`src/rtl/icache_pkg.sv`:
```
// Shared types and geometry helpers for the direct-mapped instruction cache.
package icache_pkg;

  typedef enum logic {
    IDLE   = 1'b0,
    REFILL = 1'b1
  } state_t;

  localparam logic [31:0] NOP = 32'h0;

  function automatic int off_bits(input int words_per_line);
    return $clog2(words_per_line);
  endfunction

  function automatic int idx_bits(input int lines);
    return $clog2(lines);
  endfunction

  // Byte-offset bits [1:0] sit below the word offset.
  function automatic int tag_bits(input int addr_w, input int lines, input int words_per_line);
    return addr_w - $clog2(lines) - $clog2(words_per_line) - 2;
  endfunction

endpackage

```
`src/rtl/icache_direct_if.sv`:
```
// Backing-memory read channel: word requests from the cache, data/ready from memory.
interface icache_direct_if #(
  parameter int ADDR_W = 32
) ();
  logic              mem_req;
  logic [ADDR_W-1:0] mem_addr;
  logic [31:0]       mem_rdata;
  logic              mem_ready;

  modport master (output mem_req, output mem_addr, input mem_rdata, input mem_ready);
  modport slave  (input mem_req, input mem_addr, output mem_rdata, output mem_ready);
endinterface

```
`src/rtl/icache_refill_fsm.sv`:
```
// Miss/refill sequencer: owns state, beat counter, pending flush and the memory request.
//   state  | meaning
//   IDLE   | lookups served combinationally by the top; a miss latches the line base
//   REFILL | one word per accepted beat is fetched from backing memory
module icache_refill_fsm
  import icache_pkg::*;
#(
  parameter int ADDR_W         = 32,
  parameter int WORDS_PER_LINE = 4
) (
  input  logic                              clk,
  input  logic                              rst,
  input  logic                              start,
  input  logic [ADDR_W-1:0]                 base,
  input  logic                              flush,
  icache_direct_if.master                   mem,
  output state_t                            state,
  output logic [off_bits(WORDS_PER_LINE)-1:0] beat,
  output logic                              fill_we,
  output logic                              fill_last,
  output logic                              flush_pend
);

  localparam int OFF = off_bits(WORDS_PER_LINE);
  localparam logic [OFF-1:0] LAST_BEAT = OFF'(WORDS_PER_LINE - 1);

  assign fill_we   = (state == REFILL) && mem.mem_ready;
  assign fill_last = fill_we && (beat == LAST_BEAT);

  always_ff @(posedge clk or negedge rst) begin
    if (!rst) begin
      state        <= IDLE;
      beat         <= '0;
      flush_pend   <= 1'b0;
      mem.mem_req  <= 1'b0;
      mem.mem_addr <= '0;
    end else begin
      case (state)
        IDLE: begin
          if (start) begin
            state        <= REFILL;
            beat         <= '0;
            flush_pend   <= 1'b0;
            mem.mem_req  <= 1'b1;
            mem.mem_addr <= base;
          end
        end
        REFILL: begin
          if (fill_last) begin
            state       <= IDLE;
            beat        <= '0;
            flush_pend  <= 1'b0;
            mem.mem_req <= 1'b0;
          end else begin
            if (flush) flush_pend <= 1'b1;
            if (mem.mem_ready) begin
              beat         <= beat + OFF'(1);
              mem.mem_addr <= mem.mem_addr + ADDR_W'(4);
            end
          end
        end
        default: state <= IDLE;
      endcase
    end
  end

endmodule

```
`src/rtl/icache_direct.sv`:
```
// Direct-mapped instruction cache in front of the IF stage; hit served combinationally.
// Optional ICACHE_PERF_EN adds hit/miss counters.
module icache_direct
  import icache_pkg::*;
#(
  parameter int LINES          = 16,
  parameter int WORDS_PER_LINE = 4,
  parameter int ADDR_W         = 32
) (
  input  logic              clk,
  input  logic              rst,
  input  logic [ADDR_W-1:0] pc_IF,
  output logic [31:0]       instr_IF,
  output logic              miss_stall,
  input  logic              flush,
  icache_direct_if.master   mem
`ifdef ICACHE_PERF_EN
  ,
  output logic [31:0]       hit_count,
  output logic [31:0]       miss_count
`endif
);

  localparam int OFF   = off_bits(WORDS_PER_LINE);
  localparam int IDX   = idx_bits(LINES);
  localparam int TAG_W = tag_bits(ADDR_W, LINES, WORDS_PER_LINE);

  logic [OFF-1:0]   word;
  logic [IDX-1:0]   index;
  logic [TAG_W-1:0] tag;

  logic [31:0]      data_arr [LINES][WORDS_PER_LINE];
  logic [TAG_W-1:0] tag_arr  [LINES];
  logic [LINES-1:0] valid;

  state_t           state;
  logic [OFF-1:0]   beat;
  logic             fill_we, fill_last, flush_pend;
  logic             hit, start;
  logic [IDX-1:0]   fill_idx;
  logic [TAG_W-1:0] fill_tag;
  logic             unused_bits;

  assign word  = pc_IF[OFF+1:2];
  assign index = pc_IF[OFF+IDX+1:OFF+2];
  assign tag   = pc_IF[ADDR_W-1:OFF+IDX+2];

  // The request address stays inside the latched line, so it carries the fill index and tag.
  assign fill_idx = mem.mem_addr[OFF+IDX+1:OFF+2];
  assign fill_tag = mem.mem_addr[ADDR_W-1:OFF+IDX+2];
  assign unused_bits = ^{pc_IF[1:0], mem.mem_addr[OFF+1:0]};

  assign hit        = (state == IDLE) && valid[index] && (tag_arr[index] == tag);
  assign start      = (state == IDLE) && !hit;
  assign miss_stall = !hit;
  assign instr_IF   = hit ? data_arr[index][word] : NOP;

  icache_refill_fsm #(
    .ADDR_W         (ADDR_W),
    .WORDS_PER_LINE (WORDS_PER_LINE)
  ) u_refill_fsm (
    .clk        (clk),
    .rst        (rst),
    .start      (start),
    .base       ({tag, index, {(OFF + 2){1'b0}}}),
    .flush      (flush),
    .mem        (mem),
    .state      (state),
    .beat       (beat),
    .fill_we    (fill_we),
    .fill_last  (fill_last),
    .flush_pend (flush_pend)
  );

  // A flush seen during the refill also drops the line just written.
  always_ff @(posedge clk or negedge rst) begin
    if (!rst) begin
      valid <= '0;
    end else if ((state == IDLE) && flush) begin
      valid <= '0;
    end else if (fill_last) begin
      if (flush_pend || flush) valid <= '0;
      else                     valid <= valid | (LINES'(1) << fill_idx);
    end
  end

  always_ff @(posedge clk) begin
    if (fill_we)   data_arr[fill_idx][beat] <= mem.mem_rdata;
    if (fill_last) tag_arr[fill_idx]        <= fill_tag;
  end

`ifdef ICACHE_PERF_EN
  always_ff @(posedge clk or negedge rst) begin
    if (!rst) begin
      hit_count  <= '0;
      miss_count <= '0;
    end else begin
      if (hit)   hit_count  <= hit_count + 32'd1;
      if (start) miss_count <= miss_count + 32'd1;
    end
  end
`endif

endmodule

```
`src/flat_wrapper.sv`:
```
// flat-port wrapper written by rule: the top's interface ports become plain ports
module icache_direct_flat import icache_pkg::*;
#(
  parameter int LINES          = 16,
  parameter int WORDS_PER_LINE = 4,
  parameter int ADDR_W         = 32
)
  (clk, rst, pc_IF, instr_IF, miss_stall, flush, mem_mem_req, mem_mem_addr, mem_mem_rdata, mem_mem_ready);
  icache_direct_if #(.ADDR_W(ADDR_W)) mem_i ();
  input  logic clk;
  input  logic rst;
  input  logic [ADDR_W-1:0] pc_IF;
  output logic [31:0] instr_IF;
  output logic miss_stall;
  input  logic flush;
  output wire logic [$bits(mem_i.mem_req)-1:0] mem_mem_req;
  output wire logic [$bits(mem_i.mem_addr)-1:0] mem_mem_addr;
  input wire logic [$bits(mem_i.mem_rdata)-1:0] mem_mem_rdata;
  input wire logic [$bits(mem_i.mem_ready)-1:0] mem_mem_ready;
  assign mem_mem_req = mem_i.mem_req;
  assign mem_mem_addr = mem_i.mem_addr;
  assign mem_i.mem_rdata = mem_mem_rdata;
  assign mem_i.mem_ready = mem_mem_ready;
  icache_direct #(.LINES(LINES), .WORDS_PER_LINE(WORDS_PER_LINE), .ADDR_W(ADDR_W)) u_core (.clk(clk), .rst(rst), .pc_IF(pc_IF), .instr_IF(instr_IF), .miss_stall(miss_stall), .flush(flush), .mem(mem_i));
endmodule
```
`config.mk`:
```
export PLATFORM = sky130hd
export DESIGN_NAME = icache_direct_flat
export DESIGN_NICKNAME = d
export VERILOG_FILES = /design/src/rtl/icache_pkg.sv /design/src/rtl/icache_direct_if.sv /design/src/rtl/icache_refill_fsm.sv /design/src/rtl/icache_direct.sv /design/src/flat_wrapper.sv
export SDC_FILE = /design/constraint.sdc
export NUM_CORES = 2
export LEC_CHECK = 0
export CAP_MARGIN = 20
export CORE_UTILIZATION = 60
export CTS_BUF_LIST = sky130_fd_sc_hd__clkbuf_4
export CTS_CLUSTER_DIAMETER = 40
export DETAILED_ROUTE_END_ITERATION = 10
export GPL_TIMING_DRIVEN = 0
export PLACE_DENSITY_LB_ADDON = 0.3
export SYNTH_ARGS = -nofsm -noshare
export SYNTH_HDL_FRONTEND = slang
export SYNTH_HIERARCHICAL = 1
export SYNTH_SLANG_ARGS = --single-unit
```
`constraint.sdc`:
```
create_clock -name clk -period 10 [get_ports clk]
set_clock_uncertainty 0.15 [all_clocks]
set_input_delay 2 -clock clk [delete_from_list [all_inputs] [get_ports clk]]
set_output_delay 2 -clock clk [all_outputs]
set_load 0.005 [all_outputs]
```
==> impl_results.md <==
* Outcome: finished, violations left
* Violated checks: negative setup slack
* CTS tree: done
* Unrepaired setup endpoints after global routing: no
* GRT Total Usage at between 30% and 40%
* Overflow after GRT at 0
* Crit path time final at 10.06 ns
* Leak at 35.7 nW
* # hold bufs at CTS at 0
* Global Route met1 Usage at ~44%
* Die height at roughly 400 um
* Via count at between 50000 and 60000
* Worst-Skew Late Latency at around 1.4 ns
* Fmax at between 0.09 and 0.1 GHz
* Global-route wire length before repair at ~360000 um
* Design area at roughly 110000 sq um
* Worst EP arrival at 7.91 ns
* Total core area at roughly 160000 sq um
* Met3 usage at approximately a tenth
* Final wirelength at 260000 um
* Maximum level of the CTS H-tree at 6
* Tightest Hold Check Type: in2async
* Mapped Cells at ~4100
* Cell chain of the critical path: clkdlybuf4s50_1, buf_6, buf_6, buf_6, buf_4, nor2b_1, a22oi_1, o21ai_0, xnor2_1, o211ai_1, nor4_2, nand4_4, buf_6, nor2b_1, clkdlybuf4s50_1
* I/O Pins at about 130
* Slew margin rel. at ~22%
* Vias per inst at 6.81
* Maxcap violations at 0
* Pwr dens at a little over 200 nW/um^2
* Cell area after technology mapping at 96300 sq um
* Crit path from: pc_IF[4]
* Top_reg_cell synth: edfxtp_1
* R2r startpoint: u_core/tag_arr[8][9]$_DFFE_PP_
* R2R cell count at 15
* Crit path top cell by count: buf_6
* Layout cell share with drive strength beyond 1 at a little under 40%
* Pre-CTS setup slack at -0.0993 ns
* Port buffer count at between 100 and 150
* CTS Sinks at 2485
* Worst VDD drop at about 0.00015 V
* Met2 usage at 48.8%
* Post-synth EDFFs at 2432
* Final setup vio count at 3
* Final period utilization at 101%
* CP max stage cell: nor2b_1
* Kind of critical path: in2out
* Die width at 403 um
* Critical Path End: instr_IF[30]
* RD Place Congestion at roughly 0.94
* Reg clk slew, reported paths at ~0.060 ns
* Register area share after synthesis at ~77%
* CP Capture Type: primary output
* Number of global-route vias before repair at between 50000 and 60000
* YS warnings at 6
* Setup slack, reg-to-reg at just over 5 ns
* Count of pins over their slew limit at 0
* Drc violations at 0
* Area growth from synthesis to layout at 15.5%
* Total of fill cells in the finished design at 9172
* DR WL/cell at 35.0 um
* Worst Setup Start Kind: input pin
* Initial Utilization at 60.6%
* Area of the multi-input gates at around 21000 sq um
* Worst slew pin tran at roughly 1.2 ns
* DR iter-0 viols at between 7000 and 8000
* Total iterations of the first detailed-routing run at 5
* Row count at roughly 150
* Nets at slightly above 5000
* Final setup TNS at -0.112 ns
* Syn avg cell area at between 20 and 25 sq um
* Num CTS Buffers at 625
* Layer with the highest usage: met2
* Clk buf depth at 4
* Synth Register Bits at 2485
* WHS at between 0.3 and 0.4 ns
* Post-DRT Antenna Nets at 0
* Worst r2r dst: u_core/u_refill_fsm/mem.mem_addr[16]$_DFFE_PN0P_
* CP max stage delay at between 0.8 and 0.9 ns
* Pin count of the biggest net entering global routing at 65
* Most common cell after layout, fill and taps aside: edfxtp_1
* DP Area at a little over 100000 sq um
* Final hold vios at 0
* FF+latch area at between 70000 and 80000 sq um
* Overall power at between 20 and 25 mW
* Crit-path max FO at 19
* Final worst setup slack at -0.0631 ns
* Async SR Flop Fraction at 2.13%
* HPWL after detailed placement at 172000 um
* Most frequent cells in the layout: 2432 x edfxtp_1, 894 x clkbuf_4, 746 x mux4_2, 142 x buf_2, 97 x clkinv_1
* Initial antenna violation count at 12
* Unique masters post-synth at 67
* Critical path required time at ~7.9 ns
* Die area at ~160000 sq um
* CTS root buf: clkbuf_4
## logic make-up (layout without fill, tap and decap cells)
group                    count (synthesis)  count (layout)  synth area share (%)
other                                    1              14               0.00390
XOR/XNOR                                33              33                 0.300
flip-flops                            2485            2485                  77.3
AO/OA/AOI/OAI                          172             172                  1.25
AND/OR/NAND/NOR                        301             301                  1.58
buffers and inverters                  233            1528                  1.15
adder cells (fa/ha/maj)                  2               2                0.0260
multiplexers                           839             839                  18.4
## timing repair
item,CTS,global route
buffers inserted,0,0
setup endpoints to repair,12,15
pin swaps,0,0
gates resized for setup,2,4
## where the power goes
part,leakage (nW),total (mW),internal [mW],switching (mW)
logic,8.64,2.21,0.824,1.38
registers,22.5,12.3,11.9,0.367
clock network,4.51,8.24,4.33,3.91
total,35.7,22.7,17.1,5.66
## sequential cells by signal (all words and copies together), names as in the netlist
register,cells
u_core/data_arr,2048
u_core/tag_arr,384
u_core/u_refill_fsm/mem.mem_addr,32
u_core/valid,16
u_core/u_refill_fsm/beat,2
u_core/u_refill_fsm/flush_pend,1
u_core/u_refill_fsm/mem.mem_req,1
u_core/u_refill_fsm/state,1
## worst min-delay path by stage
stage,start,cells past startpoint,slack [ns],to
final,rst,1,0.34,u_core/u_refill_fsm/mem.mem_addr[6]$_DFFE_PN0P_
after global routing,rst,1,0.26,u_core/u_refill_fsm/mem.mem_addr[6]$_DFFE_PN0P_
after CTS,rst,1,0.20,u_core/u_refill_fsm/mem.mem_addr[6]$_DFFE_PN0P_
after detailed placement,u_core/u_refill_fsm/mem.mem_addr[0]$_DFFE_PN0P_,2,0.34,u_core/u_refill_fsm/mem.mem_addr[0]$_DFFE_PN0P_
after global placement,u_core/u_refill_fsm/mem.mem_addr[0]$_DFFE_PN0P_,2,0.32,u_core/u_refill_fsm/mem.mem_addr[0]$_DFFE_PN0P_
after floorplan,u_core/valid[2]$_DFFE_PN0P_,2,0.31,u_core/valid[2]$_DFFE_PN0P_
## stage by stage
step,util (%),cells
CTS,69.9,7432
finish,70.0,7446
floorplan,-,4069
global route,70.0,7441
detailed placement,65.2,6402
global placement,63.1,6270
## area by class of cell
class / instances / share of cell area [%]
clock buffers: 892 / 6.03
flip-flops and latches: 2485 / 66.9
inverters: 13 / 0.0439
clock inverters: 138 / 0.742
diodes: 10 / 0.0225
well taps: 2072 / 2.33
plain buffers: 219 / 0.951
multi-input cells: 1351 / 19.3
repair buffers: 266 / 3.70
## Yosys cell counts (all sizes together) (4+ instances only)
| cell | n | share of area (%) |
|---|---|---|
| clkbuf | 68 | 0.27 |
| buf | 152 | 0.83 |
| and3 | 4 | 0.026 |
| a21oi | 33 | 0.19 |
| a221oi | 8 | 0.073 |
| mux2 | 16 | 0.19 |
| nand3 | 20 | 0.12 |
| edfxtp | 2432 | 76 |
| xor2 | 8 | 0.073 |
| a211oi | 14 | 0.14 |
| nor2b | 48 | 0.31 |
| a22o | 6 | 0.055 |
| a31oi | 11 | 0.071 |
| nand2 | 49 | 0.19 |
| nand3b | 4 | 0.031 |
| nor3 | 12 | 0.078 |
| mux2i | 77 | 0.80 |
| nor2 | 124 | 0.48 |
| a41oi | 6 | 0.055 |
| o21ai | 27 | 0.14 |
| nand2b | 4 | 0.026 |
| o22ai | 22 | 0.14 |
| xnor2 | 25 | 0.23 |
| nor4 | 9 | 0.094 |
| inv | 12 | 0.047 |
| nand4 | 17 | 0.14 |
| a22oi | 20 | 0.16 |
| a41o | 4 | 0.042 |
| dfrtp | 53 | 1.4 |
| mux4 | 746 | 17 |
## per-layer routing
layer,share of wire [%],vias up,routed length [um]
met4,4.8,10,12500
li1,-,19700,-
met2,47,4233,123000
met5,0.029,-,76
met1,35,26100,90000
met3,13,637,34500
## critical path: cells and delay by family
family                    cells  cell delay (ns)
buffers and inverters         7             2.70
AOI/OAI and AO/OA             3             0.62
and+or+nand+nor               4             2.35
xor gates and xnor gates      1             0.20
(Power assumes the default switching activity.)
==> patch (config.mk and constraints unchanged) <==
`WORDS_PER_LINE` is set to 4 in 3 places; all go to 2.
--- a/src/rtl/icache_refill_fsm.sv
+++ b/src/rtl/icache_refill_fsm.sv
@@ -8,3 +8,3 @@
   parameter int ADDR_W         = 32,
-  parameter int WORDS_PER_LINE = 4
+  parameter int WORDS_PER_LINE = 2
 ) (
--- a/src/rtl/icache_direct.sv
+++ b/src/rtl/icache_direct.sv
@@ -6,3 +6,3 @@
   parameter int LINES          = 16,
-  parameter int WORDS_PER_LINE = 4,
+  parameter int WORDS_PER_LINE = 2,
   parameter int ADDR_W         = 32
--- a/src/flat_wrapper.sv
+++ b/src/flat_wrapper.sv
@@ -4,3 +4,3 @@
   parameter int LINES          = 16,
-  parameter int WORDS_PER_LINE = 4,
+  parameter int WORDS_PER_LINE = 2,
   parameter int ADDR_W         = 32
Function: changed (a bounded check fails within 4 cycles, from zero or initial values and one cycle with rst low).
==> patch against the original RTL <==
Largest power group unchanged; worst setup slack improved by 25 ps; sequential cell count fell by 1009; synthesized area down 39%; core utilization is 0.076 points lower; count of clock-buffer cells in the layout decreased by 359; total power shrank 37%; final area is 39% lower; the run still ends with negative setup slack left; routed wire length shrank 39%; via count shrank 36%; synthesized cell count is 34% lower; cell count is 36% lower.
==> patch: results (changes against the original RTL) <==
run_status:
  status: "complete, but fails checks"
  violations: "negative setup slack"
power:
  switching_power_uw: 3820  # -33%
  leakage_uw: 0.0218  # -39%
  intPower_uw: 10600  # -38%
  seq_power_uw: 7750  # -37%
  comb_power_share_pct: 12.4  # +2.7 points
  ir_drop_mv: 0.144  # -1.9%
critical_path:
  max_stage_delay_ps: 720  # -120 ps
  cp_slowest_cell: "a2111o_2"
  cp.arrival_ps: 7890  # -20 ps
global_route:
  grt_util_met1_pct: 42.3  # -1.7 points
  grt_pass1_vias: 33600  # -34%
  grt_first_pass_wirelength_um: 225000  # -38%
  grt_util_met3_pct: 8.33  # -1.2 points
  grt_max_degree: 33  # -49%
  gr-usage-met2_pct: 52.0  # +3.2 points
final_layout:
  multi_input_area_mm2: 0.0139  # -35%
  n_fill_cell: 5764  # -37%
  largestRegisters: "u_core/data_arr x1024, u_core/tag_arr x400, u_core/u_refill_fsm/mem.mem_addr x32"
  stdcell_count: 4784  # -36%
synth:
  ys_top_cells_by_count: "edfxtp_1, mux4_2, nand2_1"
  ys_types: 79  # +18%
  synth-seq-area-share_pct: 75.4  # -1.9 points
  netlist_instances: 2692  # -34%
  synth_area_leaders: "edfxtp_1, mux4_2, dfrtp_1"
  synth_top_area_share_pct: 73.1  # -2.7 points
  synth-edff-count: 1424  # -41%
clock_tree:
  cts.htree.levels: 5  # -1
  insertion_delay_ps: 1220  # -150 ps
  cts_buffers: 373  # -40%
sta:
  postLayoutSetupSlackWorst_ps: -38.5  # +24.5 ps
  setup_viol: 3  # unchanged
  tightest_slew_ps: 1100  # -69.1 ps
routing:
  dr.pass1.iters: 6  # +1
  first_iter_violations: 4631  # -40%
  vias: 32400  # -36%
placed_design:
  hpwl_um: 100000  # -42%
  dp_slack_ps: -436  # -337 ps
  numPortBuffers: 130  # +0.78%
  dp.cells: 4148  # -35%
  place_congestion: 0.923  # -1.5%
  place_area_mm2: 0.0627  # -39%
patch: changes by cell type after synthesis, moves of 16 or more:
| cell | change |
|---|---|
| buf_2 | -62 |
| mux4_2 | -354 |
| mux2i_1 | -18 |
| edfxtp_1 | -1008 |
| mux4_1 | +16 |
| a2111oi_2 | +28 |
| nand2_1 | +76 |
| nor2_1 | -45 |
| nor2b_1 | -29 |
| a21oi_1 | +28 |
patch: area by class of cell:
| class | instances | share of cell area, % |
|---|---|---|
| multi-input cells | 1051 | 20.5 |
| plain buffers | 153 | 1.35 |
| diodes | 3 | 0.0111 |
| flip-flops and latches | 1476 | 65.3 |
| repair buffers | 188 | 3.78 |
| inverters | 14 | 0.0834 |
| clock buffers | 533 | 5.93 |
| clock inverters | 90 | 0.717 |
| well taps | 1276 | 2.36 |
patch: worst paths after layout:
check	endpoint	slack (ps)	start	cells after the start
setup / recovery	instr_IF[5]	-40	pc_IF[4]	15
hold / removal	u_core/u_refill_fsm/mem.mem_addr[0]$_DFFE_PN0P_	360	u_core/u_refill_fsm/mem.mem_addr[0]$_DFFE_PN0P_	2
setup reg to reg	u_core/u_refill_fsm/mem.mem_addr[4]$_DFFE_PN0P_	4100	u_core/tag_arr[1][14]$_DFFE_PP_	14
hold reg to reg	u_core/u_refill_fsm/mem.mem_addr[0]$_DFFE_PN0P_	360	u_core/u_refill_fsm/mem.mem_addr[0]$_DFFE_PN0P_	2
max in group asynchronous	u_core/u_refill_fsm/mem.mem_addr[27]$_DFFE_PN0P_	8400	rst	2
min in group asynchronous	u_core/u_refill_fsm/mem.mem_addr[19]$_DFFE_PN0P_	680	rst	1
patch: routing by layer:
layer  vias to the layer above  wire length, µm
met1                     16700            55500
met2                      2552            78000
li1                      12700                -
met3                       456            17700
met4                         4             7410
met5                         -               24
